<file path="config.mk">
export PLATFORM = sky130hd
export DESIGN_NAME = fifo_wr_arbiter
export DESIGN_NICKNAME = d
export VERILOG_FILES = /design/src/rtl/fifo_wr_arbiter.sv
export SDC_FILE = /design/constraint.sdc
export NUM_CORES = 1
export LEC_CHECK = 0
export ABC_AREA = 1
export CAP_MARGIN = 0
export CORE_MARGIN = 2
export CORE_UTILIZATION = 42
export CTS_CLUSTER_DIAMETER = 80
export DETAILED_ROUTE_END_ITERATION = 16
export GPL_TIMING_DRIVEN = 0
export HOLD_SLACK_MARGIN = 0.12
export PLACE_DENSITY = 0.88
export SLEW_MARGIN = 5
export SYNTH_ARGS = -nofsm -noshare
export SYNTH_HDL_FRONTEND = slang
export SYNTH_SLANG_ARGS = --single-unit
</file>
<file path="constraint.sdc">
create_clock -name clk -period 2 [get_ports clk]
set_input_delay 0.2 -clock clk [delete_from_list [all_inputs] [get_ports clk]]
set_output_delay 0.2 -clock clk [all_outputs]
set_load 0.005 [all_outputs]
</file>
<file path="src/rtl/fifo_wr_arbiter.sv">
// fifo_wr_arbiter: round-robin owner of the async FIFO write port.
// N requesters share one write port. Each grant lasts for at most BURST accepted
// words. The block drives winc (pointer increment and memory write enable) and
// wdata for the write-pointer gray counter and the FIFO memory.
//
// Handshake: req[i] acts as "valid" and is a level. The requester holds req[i]
// and its din slice stable until the word is taken. ack[i] (equal to winc for
// the granted requester) acts as "accept". A word moves on every cycle where
// gnt[i] & req[i] & !wfull holds, and in no other cycle. Dropping req[g] while
// granted ends the grant at the next edge and writes nothing in that cycle.
// The FSM state is visible on busy (GRANT = 1) and on gnt (the owner).
module fifo_wr_arbiter #(
    parameter int N     = 4,
    parameter int W     = 8,
    parameter int BURST = 4
) (
    input  logic           clk,
    input  logic           rst,
    input  logic [N-1:0]   req,
    input  logic [N*W-1:0] din,
    input  logic           wfull,
    output logic [N-1:0]   ack,
    output logic [N-1:0]   gnt,
    output logic           winc,
    output logic [W-1:0]   wdata,
    output logic           busy
);

    localparam int IW = (N > 1) ? $clog2(N) : 1;
    localparam int CW = $clog2(BURST + 1);

    localparam logic [0:0] ST_IDLE  = 1'b0;
    localparam logic [0:0] ST_GRANT = 1'b1;

    localparam logic [CW-1:0] CNT_LAST = CW'(BURST - 1);
    localparam logic [IW-1:0] IDX_MAX  = IW'(N - 1);

    logic [0:0]    state;
    logic [N-1:0]  gnt_q;
    logic [IW-1:0] gidx;       // index of the current owner, kept alongside gnt_q
    logic [IW-1:0] rr_ptr;     // highest-priority index for the next arbitration
    logic [CW-1:0] burst_cnt;  // words accepted in the current grant

    logic          pick_valid;
    logic [IW-1:0] pick_idx;
    logic [N-1:0]  pick_onehot;
    logic [W-1:0]  sel_data;
    logic          req_g;
    logic          in_grant;
    logic          release_c;
    logic [IW-1:0] next_ptr;

    // Pick the first requester at or after rr_ptr, wrapping modulo N.
    always_comb begin
        int            t;
        logic [IW-1:0] cand;
        pick_valid  = 1'b0;
        pick_idx    = '0;
        pick_onehot = '0;
        t           = 0;
        cand        = '0;
        for (int k = 0; k < N; k++) begin
            t = int'(rr_ptr) + k;
            if (t >= N) begin
                t = t - N;
            end
            cand = t[IW-1:0];
            if (!pick_valid && req[cand]) begin
                pick_valid = 1'b1;
                pick_idx   = cand;
            end
        end
        pick_onehot[pick_idx] = 1'b1;
    end

    // Route the owner's data slice and request bit.
    always_comb begin
        sel_data = '0;
        req_g    = 1'b0;
        for (int i = 0; i < N; i++) begin
            if (gidx == IW'(i)) begin
                sel_data = din[i*W +: W];
                req_g    = req[i];
            end
        end
    end

    // Write-side outputs. Reset masks them in the same cycle so a burst that is
    // abandoned by reset writes nothing on the reset edge.
    always_comb begin
        in_grant  = (state == ST_GRANT) && !rst;
        winc      = in_grant && req_g && !wfull;
        ack       = winc ? gnt_q : '0;
        wdata     = in_grant ? sel_data : '0;
        busy      = in_grant;
        gnt       = gnt_q;
        // The grant ends when the owner drops its request, or when the
        // BURST-th word is being accepted.
        release_c = (state == ST_GRANT) &&
                    (!req_g || (winc && (burst_cnt == CNT_LAST)));
        next_ptr  = (gidx == IDX_MAX) ? '0 : gidx + IW'(1);
    end

    // IDLE/GRANT state machine with the round-robin pointer and the burst counter.
    always_ff @(posedge clk) begin
        if (rst) begin
            state     <= ST_IDLE;
            gnt_q     <= '0;
            gidx      <= '0;
            rr_ptr    <= '0;
            burst_cnt <= '0;
        end else begin
            case (state)
                ST_IDLE: begin
                    if (pick_valid) begin
                        state     <= ST_GRANT;
                        gnt_q     <= pick_onehot;
                        gidx      <= pick_idx;
                        burst_cnt <= '0;
                    end
                end
                ST_GRANT: begin
                    if (release_c) begin
                        state     <= ST_IDLE;
                        gnt_q     <= '0;
                        rr_ptr    <= next_ptr;
                        burst_cnt <= '0;
                    end else if (winc) begin
                        burst_cnt <= burst_cnt + CW'(1);
                    end
                end
                default: begin
                    state <= ST_IDLE;
                    gnt_q <= '0;
                end
            endcase
        end
    end

endmodule

</file>
* Word level (Yosys, flattened, before mapping)
Cells that the tools add are included.
** Storage, ports and cells
- Output and inout port bits :: 18
- Register bits after elaboration :: 12
- Logic and storage cells :: 96
- Input port bits :: 39
** Cells by class
- Equality and inequality tests :: 7
- Mux-type cells :: 43
- Reductions and logical operators :: 21
- Bitwise logic cells :: 1
- Order comparisons :: 10
- $add $sub $neg :: 9
** Operators with widths (number)
- two-way mux 8 bit :: 5
- two-way mux 2 bit :: 9
- less-than comparator 2 x 3 -> 1 bit, second input constant :: 5
- two-way mux 1 bit :: 15
- two-way mux 4 bit :: 3
- >= comparator 3 bit, second input constant :: 3
- logical AND 1 bit :: 9
- two-way mux 3 bit :: 3
- binary-select mux 1 bit (select 2 bit) :: 4
- case mux 4 bit (2 select lines) :: 1
- AND reduction 2 bit :: 4
- subtractor 2 x 1 -> 2 bit, second input constant :: 4
- adder 2 x 2 -> 3 bit, second input constant :: 2
- zero test 1 bit :: 6
- case mux 3 bit (2 select lines) :: 1
- equality test 2 bit, second input constant :: 2
- adder 2 x 1 -> 3 bit, second input constant :: 1
- adder 3 x 1 -> 3 bit, second input constant :: 1
- equality test 3 x 2 -> 1 bit, second input constant :: 1
- >= comparator 2 x 3 -> 1 bit, second input constant :: 1
- != test 3 x 2 -> 1 bit, second input constant :: 1
- adder 2 x 1 -> 2 bit, second input constant :: 1
- demux 1 bit (select 2 bit) :: 1
- equality test 2 x 1 -> 1 bit, second input constant :: 1
- 7 further kinds :: 7

* Depth between registers and ports, before layout
- Depth in word-level cells :: 20
- Mapped depth :: 14
- Depth with buffers taken out :: 13

* Worst setup path after synthesis
Ideal clock, no wire load.
- Path kind :: flip-flop to output port
- Start :: register gidx[0]
- End :: output port wdata[0]
- Arrival :: 1.437 ns
- Buffers on the path :: 2
- Cell stages (with the launch flop) :: 9
- Setup slack :: 0.363 ns
- Data required time :: 1.800 ns
- Cell sequence :: dfxtp_1 > inv_1 > ha_1 > clkbuf_1 > clkbuf_1 > a21oi_1 > o31ai_1 > o21ai_0 > nor2_1
** Between the ends
- Longest elaborated chain between the ends :: 6
- Elaborated cells on any way between the ends :: 9
- Classes of those cells :: eq/ne (3); mux (5); reduce/logical (1)
** RTL lines
- from (decl) :: line 40 : logic [IW-1:0] gidx;
- from (signal assigned) :: line 118 : gidx <= pick_idx;
- zero test 2 bit :: line 81 : if (gidx == IW'(i)) begin
- two-way mux 8 bit (3 in series) :: line 81
- two-way mux 8 bit (*) :: line 81
- two-way mux 8 bit (*) :: line 94 : wdata = in_grant ? sel_data : '0;
- to (decl) :: line 25 : output logic [W-1:0] wdata,
Mark *: on every way between the ends. The rest lies on a longest branch, timed or not.

* Worst setup path after layout
- Start :: register gidx[1]
- End :: output port wdata[7]
The elaborated chain is that of the path after synthesis.

==> impl_metrics.json <==
{
  "vias": 1726,
  "synth.cell_area_um2": 1260,
  "hold_violations": 0,
  "worstSkewPairLatency_ns": 0.27,
  "synth.area.mux_share": 0,
  "grt_use_met3": 0.0286,
  "yosysMostFrequentCell": "nand2_1",
  "rsz0062_at_grt": "yes",
  "holdPathStages": 2,
  "fin_crit_ns": 2.09,
  "critical_path_arrival_ns": 1.89,
  "ys_ff_latch": 12,
  "hpwl_mm": 2.89,
  "yosys-top-cells-count": "nand2_1 (42), nor2_1 (34), a21oi_1 (27)",
  "period_share": 1.05,
  "p_leak_nw": 1.00,
  "synthFlopType": "dfxtp_1",
  "yosys.area.top_type": "dfxtp_1",
  "setup_viol": 5,
  "synth_compound_gate_area_share": 0.224,
  "status": "complete, but fails checks",
  "drive_gt1_frac": 0.324,
  "rows": 19,
  "initial_core_util": 0.448,
  "syn_inst": 212,
  "grt_start_max_net_pins": 11,
  "drv_cap": 0,
  "place_ws_ns": -0.389,
  "final.setup_skew_ns": 0.00365,
  "pin_count": 57,
  "grt_use_met2": 0.464,
  "synthAdderAreaFrac": 0.0597,
  "fmax_ghz": 0.478,
  "gp_congestion": 0.825,
  "p_clk_frac": 0.074,
  "timing.rr.start": "gidx[0]$_SDFFE_PP0P_",
  "antenna_found_initial": 0,
  "r2r_slack_ns": 0.03,
  "hp-class": "input pin to flip-flop",
  "synth_cell_types": 30,
  "synthXorXnorAreaFrac": 0,
  "wire_per_inst_um": 15.2,
  "syn_nets": 257,
  "endpoint_kind": "output port",
  "grtUsageMet1": 0.306,
  "seq_area_frac_synth": 0.191,
  "die_area_um2": 3450,
  "post-route-drc-count": 2,
  "synth_top_family_by_area": "simple AND/OR/NAND/NOR gates",
  "hold_buffers": 0,
  "grt_pass1_vias": 1537,
  "track_usage": 0.253,
  "startpoint": "gidx[1]$_SDFFE_PP0P_",
  "drtPass1Iterations": 10,
  "powerDensity_nw_per_um2": 1170,
  "min-delay-start": "rst",
  "portBuffers": 55,
  "coreArea_um2": 2810,
  "synth_async_sr_flop_share": 0,
  "clk_pin_slew_ns": 0.07,
  "crit_required_ns": 1.80,
  "grt_pass1_wl_mm": 6.82,
  "htree_levels": 1,
  "synth_top_area_frac": 0.191,
  "synth_edf_count": 0,
  "slew_violations": 0,
  "cts_tree": "yes",
  "relSlewSlack": 0.792,
  "top_usage_layer": "met2",
  "viasPerCell": 5.33,
  "clock-root-buffer": "clkbuf_4",
  "cts.sinks": 12,
  "area_growth_pct": 74.0,
  "seq_power_share": 0.153,
  "synthTopCellsByArea": "dfxtp_1 (19%), nand2_1 (13%), a21oi_1 (11%)",
  "total_switching_power_mw": 1.23,
  "power_frac_comb": 0.773,
  "p_sw_frac": 0.483,
  "nets": 339,
  "critPathLaunchType": "flip-flop",
  "numCtsBuffers": 3,
  "reg2regPathDepth": 14,
  "avgSynthCellArea_um2": 5.93,
  "gr-total-overflow": 0,
  "worst_pin_slew_ns": 0.311,
  "clk_path_buf_depth": 2,
  "diodes": 0,
  "synth_warnings": 0,
  "peakVddDrop_mv": 0.953,
  "final_util": 0.780,
  "crit_fanout": 4,
  "r2r-end": "burst_cnt[2]$_SDFFE_PP0P_",
  "wl_mm": 4.91,
  "synthSimpleGateAreaFrac": 0.413,
  "initialDrtViolationCount": 100,
  "failed_checks": "design-rule violations, negative setup slack",
  "crit_type": "flip-flop to output port",
  "critPathCapture": "wdata[7]",
  "die_h_um": 58.7,
  "ant_nets": 0,
  "die_w_um": 58.7,
  "p_int_mw": 1.32,
  "setup_slack_ns": -0.0937
}
placed cells by master, fill, tap and decap left out, types with 2 or more instances in the layout:
cell and n:
dfxtp_1 10, o31ai_2 3, nand3_1 12, ha_1 3, clkbuf_8 2, buf_4 22, inv_1 17, clkbuf_4 3
clkdlybuf4s50_1 42, ha_4 3, buf_6 5, inv_2 5, a21oi_1 25, o21ai_1 9, nand2_2 16, inv_6 3
nor2_1 29, nand3_2 3, nor2_4 4, a21oi_2 2, o31ai_1 5, buf_2 7, nand2_1 38, clkbuf_2 5
nor2_2 3, dfxtp_4 2
metrics by stage:
step,total power [mW],TNS [ns],cells,area (um2),hold WS [ns]
global placement,1.76,-4.05,298,1850,0.455
floorplan,1.38,0,212,1260,0.406
global route,2.72,-0.895,324,2190,0.167
finish,2.55,-0.244,324,2190,0.172
detailed placement,1.79,-4.26,298,1850,0.455
CTS,2.29,-0.206,316,2100,0.162
sequential cells by signal, summed over array words and instances, names as in the netlist:
| name | cells |
|---|---|
| gidx | 2 |
| rr_ptr | 2 |
| gnt | 4 |
| burst_cnt | 3 |
| state | 1 |
repair_timing:
action	in CTS	in global routing
pin swaps	6	16
endpoints found under the setup margin	13	15
buffers inserted	16	9
gates resized for setup	70	37
area by class of cell:
type / instances / area, um2
sequential: 12 / 248
fill: 185 / 617
multi-input combinational: 167 / 995
buffer: 5 / 58.8
tap: 31 / 38.8
inverter: 25 / 109
timing repair buffer: 80 / 703
clock buffer: 4 / 36.3
worst max-delay path, stage by stage, from the launching register on:
cell     delay (ns)
dfxtp_4        0.38
inv_6          0.08
ha_4           0.16
buf_4          0.11
buf_4          0.10
a21oi_1        0.07
o31ai_1        0.23
o21ai_1        0.14
nor2_1         0.20
buf_2          0.16
routing by layer:
metal,wire [um],vias up
li1,-,854
met1,1930,806
met2,2630,54
met3,227,12
met4,119,0
met5,0,-
cell families (layout without fill, tap and decap cells):
| family | count (synthesis) | in the layout |
|---|---|---|
| AOI/OAI and AO/OA | 50 | 50 |
| DFF | 12 | 12 |
| and+or+nand+nor | 111 | 111 |
| adders and majority gates | 6 | 6 |
| buffers and inverters | 33 | 114 |
power by group through the flow:
stage          logic, mW  clock network, mW  registers [mW]
6_report            1.97              0.189           0.390
5_1_grt             2.12              0.207           0.394
4_1_cts             1.72              0.194           0.377
3_5_place_dp        1.42                  0           0.364
3_3_place_gp        1.40                  0           0.362
2_1_floorplan       1.03                  0           0.358
worst min-delay path by stage:
stage,endpoint,slack (ns)
2_1_floorplan,burst_cnt[1]$_SDFFE_PP0P_,0.41
3_3_place_gp,state$_SDFF_PP0_,0.45
3_5_place_dp,burst_cnt[2]$_SDFFE_PP0P_,0.46
4_1_cts,gidx[0]$_SDFFE_PP0P_,0.16
5_1_grt,gnt[1]$_SDFFE_PP0P_,0.17
6_report,gnt[3]$_SDFFE_PP0P_,0.17
No activity file was read; power rests on OpenSTA's default activity.
